## config.mk

```make
export PLATFORM = sky130hd
export DESIGN_NAME = spike_rate_encoder
export DESIGN_NICKNAME = d
export VERILOG_FILES = /design/src/rtl/spike_rate_encoder.sv
export SDC_FILE = /design/constraint.sdc
export NUM_CORES = 1
export LEC_CHECK = 0
export BUFFER_PORTS_ARGS = -buffer_cell sky130_fd_sc_hd__buf_2
export CORE_MARGIN = 4
export CORE_UTILIZATION = 50
export CTS_CLUSTER_DIAMETER = 200
export DETAILED_ROUTE_END_ITERATION = 10
export HOLD_SLACK_MARGIN = 0.06
export PLACE_DENSITY = 0.69
export RECOVER_POWER = 100
export SLEW_MARGIN = 20
export SYNTH_ARGS = -nofsm -noshare
export SYNTH_HDL_FRONTEND = slang
export SYNTH_SLANG_ARGS = --single-unit
export TNS_END_PERCENT = 10
```

## constraint.sdc

```tcl
create_clock -name clk -period 2.3 [get_ports clk]
set_input_delay 0.46 -clock clk [delete_from_list [all_inputs] [get_ports clk]]
set_output_delay 0.46 -clock clk [all_outputs]
set_load 0.01 [all_outputs]
```

## src/rtl/spike_rate_encoder.sv

```systemverilog
// Rate-codes a patch of pixel intensities into one spike vector per pulse via per-pixel phase accumulators.
// Latency: 1 cycle from load/pulse to registered outputs; no combinational path from inputs to outputs.
// Backpressure: none; every pulse in RUN is consumed, pulses in IDLE are ignored.
module spike_rate_encoder #(
    parameter int NUM_PIX   = 25,
    parameter int PIX_W     = 8,
    parameter int NUM_STEPS = 16,
    localparam int CNT_W    = $clog2(NUM_STEPS + 1)
) (
    input  logic                     clk,
    input  logic                     reset,
    input  logic                     load,
    input  logic [NUM_PIX*PIX_W-1:0] intensities_in,
    input  logic                     pulse,
    output logic [NUM_PIX-1:0]       spk_pixels,
    output logic                     frame_start,
    output logic                     busy,
    output logic                     done,
    output logic [CNT_W-1:0]         step_cnt
);

    typedef enum logic [1:0] {
        IDLE = 2'd0,
        RUN  = 2'd1,
        DONE = 2'd2
    } state_t;

    localparam logic [PIX_W-1:0] HALF = {1'b1, {(PIX_W-1){1'b0}}};
    localparam logic [CNT_W-1:0] LAST = CNT_W'(NUM_STEPS - 1);

    state_t                          state;
    logic [NUM_PIX-1:0][PIX_W-1:0]   acc;
    logic [NUM_PIX-1:0][PIX_W-1:0]   inten;
    logic [NUM_PIX-1:0][PIX_W:0]     sum;
    logic [NUM_PIX-1:0][PIX_W-1:0]   acc_nxt;
    logic [NUM_PIX-1:0]              carry;

    // The carry out of each phase accumulator is that pixel's spike for the step.
    always_comb begin
        sum     = '0;
        acc_nxt = '0;
        carry   = '0;
        for (int i = 0; i < NUM_PIX; i++) begin
            sum[i]     = {1'b0, acc[i]} + {1'b0, inten[i]};
            carry[i]   = sum[i][PIX_W];
            acc_nxt[i] = sum[i][PIX_W-1:0];
        end
    end

    always_ff @(posedge clk) begin
        if (reset) begin
            state       <= IDLE;
            spk_pixels  <= '0;
            frame_start <= 1'b0;
            busy        <= 1'b0;
            done        <= 1'b0;
            step_cnt    <= '0;
            acc         <= {NUM_PIX{HALF}};
            inten       <= '0;
        end else begin
            frame_start <= 1'b0;
            if (load) begin
                inten       <= intensities_in;
                acc         <= {NUM_PIX{HALF}};
                spk_pixels  <= '0;
                step_cnt    <= '0;
                state       <= RUN;
                busy        <= 1'b1;
                done        <= 1'b0;
                frame_start <= 1'b1;
            end else begin
                case (state)
                    RUN: begin
                        if (pulse) begin
                            acc        <= acc_nxt;
                            spk_pixels <= carry;
                            step_cnt   <= step_cnt + CNT_W'(1);
                            if (step_cnt == LAST) begin
                                state <= DONE;
                                busy  <= 1'b0;
                                done  <= 1'b1;
                            end
                        end
                    end
                    // Last vector stays up until the neurons have sampled it on one more pulse.
                    DONE: begin
                        if (pulse) begin
                            spk_pixels <= '0;
                            state      <= IDLE;
                            done       <= 1'b0;
                        end
                    end
                    default: begin
                        state      <= IDLE;
                        spk_pixels <= '0;
                    end
                endcase
            end
        end
    end

endmodule

```

==> results.txt <==
Detailed-route vias per instance: 5.78. The tree built by TritonCTS fans out to 435 sinks. The number of antenna diodes in the final layout is 0.

For the first-pass GRT wire length, the log shows 95.8 mm. The finished layout holds 3568 standard cells, fillers aside. Buffers inserted during clock tree synthesis total 48. The met2 wire length came out at 28.4 mm. Commonest register cell after synthesis: dfxtp_1. Before CTS, the worst setup slack after placement is 0.308 ns.

In this run the power density over the cells is 666 mW/mm2. The remaining antenna violation count was 0. The final reports fail on max-capacitance violations, max-slew violations.

Traced cell by cell, the critical path runs through nand3b_1, clkbuf_4, clkbuf_2, nor3_1, o311ai_0, o211ai_1. Of the total power, the clock network draws 46.1%. The run gives 50.4% as the effective utilization at floorplan.

Endpoint class of the critical path: a register. The maximum number of pins on one net before global-route repair is 204. 237 I/O pins were placed. The run gives 0.0258 mm2 as the cell area after placement. The total overflow left after global routing is 0.

The average wire length per cell after detail routing was 16.5 um; the time the worst path needs with I/O delays and setup was 2.06 ns. The tools report the number of distinct library cells after synthesis as 47. The tools report the initial antenna violation count as 2. The category of the worst setup path launch point was a register. The area growth from synthesis to layout is 13.9%.

Buffers placed on the I/O ports in this run total 236. The tools report the number of global-route vias before repair as 19.9k. dfxtp_1 takes more of the synthesized area than any other cell. Overall power consumption after layout is estimated at 18.2 mW. The count of unresolved DRC violations after routing was 0; the clock tree skew after final layout was 0.0205 ns. The share of total power dissipated in combinational logic is 10.0%.

The wire-length estimate of the detail-placed layout is 40.8 mm. In this run, synthesis produced a sequential element count of 435. The tools report the cell internal power dissipation as 13.7 mW. The part of the total power dissipated in sequential elements is 43.9%. In this run the tightest slew margin relative to its limit is -43.8%.

The register-to-register path setup slack came out at 0.24 ns. In this run the deepest clock path goes through 3 buffers. The run gives 0.0995 ns as the worst-case hold slack. At the pin with the least slew margin, the transition time is 2.16 ns. The max-capacitance violation count was 1; the highest fanout seen on the critical path was 43.

In the synthesized netlist, the cells that appear most often are 435 x dfxtp_1, 383 x nor2_1, 202 x ha_1. Among all cell types in the netlist, the one instantiated most often is dfxtp_1. Global routing used 22.0% of the available tracks. After clock tree synthesis, the clock-pin slew on the worst setup and hold paths is 0.06 ns. The net count after synthesis was 3173; the number of max-slew violations in the final report was 204. The run gives 2 as the level count of the clock H-tree. The type of the most critical hold path is in2reg. The CTS root buffer is clkbuf_16. Setup violations remaining at the end of the flow were counted as 0.

Ranked by total cell area, the synthesized netlist is headed by dfxtp_1 36%, ha_1 11%, mux2i_1 8.3%, nor2_1 6.0%, a211oi_1 3.7%. The run gives 0 as the hold violation total from the final report. The run finished, with violations left.

The chip width is 227 um. In the final timing run, aggregate negative setup slack is 0 ns. The run gives 0 as the setup fix buffers added after clock tree synthesis.

The routed length on met3 came out at 3.09 mm. Net switching is 24.6% of the power. After the last flow step, the layout net total stands at 3347. After routing the design area is 0.0274 mm2. The maximum operating frequency was 0.486 GHz; the die area was 0.0516 mm2. The worst-case IR drop observed on VDD is 0.548 mV.

The tools report the total via count after detailed routing as 20.6k. Of the cells placed in the final design, the portion with a size suffix greater than 1 is 12.6%. The peak per-stage delay on the critical path is 0.51 ns. Setup repair after global routing left no endpoint under its margin. The number of DRC markers in iteration 0 was 1067; the floorplan core area was 0.0476 mm2. After floorplanning, the core was divided into 80 placement rows. The synthesized area divided by synthesized cell count works out to 8.76 um2. The critical path's slowest cell was clkbuf_4. At the worst endpoint, the required time is 2.75 ns.

Across all setup checks in the final design, the least slack found is 0.241 ns. The number of placed instances, taps included, is 3481. Cells fill 57.4% of the core in the end. The run gives 5 as the detailed-router iteration count before antenna repair. The top cell type's share of synthesized area came out at 36.3%.

The synthesized design contains 0 enable-type register cells. Synthesized area: 0.0240 mm2. In this run the power spent charging and discharging nets is 4.49 mW.

The logs give 0 for the quantity of gates resized following cts and 25.9 mm for the wire length on met1. The post-cts hold buffer count is 0. After detailed routing, the total wire length is 59.0 mm.

The run gives 0.889 as the final weighted congestion of routability-driven global placement. TritonCTS built the clock tree. After synthesis, the share of flip-flops with an asynchronous set or reset is 0%. Synthesis produced a netlist whose cell count is 2742. The number of warnings printed during yosys synthesis is 0. Signal routing reaches up to met5. By startpoint and endpoint, the worst setup path is classified as reg2reg.

The tools report the arrival time at the worst endpoint as 2.51 ns. The die extent in y was 227 um; the final worst-path cycle share was 89.5%. The leakage dissipation was 11.5 nW. For the clock latency on the worst-skew pair, the log shows 0.60 ns. The share of the Yosys chip area taken by registers is 36.3%.
==> metal layers <==
| layer | vias to the layer above | global-route usage, % |
|---|---|---|
| met3 | 104 | 3.78 |
| met1 | 9736 | 27.5 |
| li1 | 10400 | - |
| met4 | 4 | 7.28 |
| met2 | 431 | 38.8 |
| met5 | - | 0 |
==> critical path, delay by kind of cell (launching register included) <==
kind	cells	cell delay [ns]
DFF	1	0.44
and+or+nand+nor	2	0.25
buffers and inverters	2	0.92
AOI/OAI and AO/OA	2	0.26
==> cells in the final DEF, fill, tap and decap left out, types with 41 or more instances in the layout <==
cell type  synthesis  layout
mux2i_1          200     200
nor3_1            95      95
nand3_1          122     121
inv_1             83      83
a211oi_1         117     117
o21ai_0           84      84
o211ai_1          43      43
a21oi_1          128     128
dfxtp_1          435     435
nor2b_1           41      41
nand2_1          188     188
buf_2             77     201
nor2_1           383     382
a21o_1            60      60
ha_1             202     202
clkbuf_16          0      49
o21a_1            45      45
==> area by class of cell <==
class,instances,area (um2)
clock buffer,66,1400
multi-input combinational,2079,14300
clock inverter,21,324
sequential,435,8710
tap,615,769
fill,4225,20300
inverter,83,312
timing repair buffer,269,1540
==> flip-flops by register name, indices dropped and copies added (netlist names) <==
name,cells
frame_start,1
state,2
done,1
acc,200
busy,1
step_cnt,5
spk_pixels,25
inten,200
==> cells by family (layout without fill, tap and decap cells) <==
| family | Yosys count | after routing | synth area share (%) |
|---|---|---|---|
| AOI/OAI and AO/OA | 695 | 695 | 20.3 |
| xor gates and xnor gates | 9 | 9 | 0.328 |
| adders and majority gates | 227 | 227 | 12.6 |
| buffers and inverters | 228 | 439 | 4.20 |
| DFF | 435 | 435 | 36.3 |
| muxes | 200 | 200 | 8.33 |
| and+or+nand+nor | 948 | 948 | 18.0 |
==> path summary, 6_finish.rpt <==
| check | from | endpoint | depth (start not counted) |
|---|---|---|---|
| worst max-delay path | state[1] | acc[70] | 6 |
| worst min-delay path | intensities_in[132] | inten[132] | 3 |
| worst max register to register | state[1] | acc[70] | 6 |
| worst min register to register | acc[108] | acc[108] | 2 |
==> power groups by stage <==
stage / clock network (mW) / registers [mW] / logic (mW)
final: 8.39 / 8.00 / 1.82
after global routing: 8.90 / 8.03 / 2.05
after CTS: 8.59 / 8.01 / 1.84
after detailed placement: 0 / 8.17 / 1.83
after global placement: 0 / 8.16 / 1.76
after floorplan: 0 / 8.08 / 1.32
Note: power is estimated with default switching activity, not from simulation.
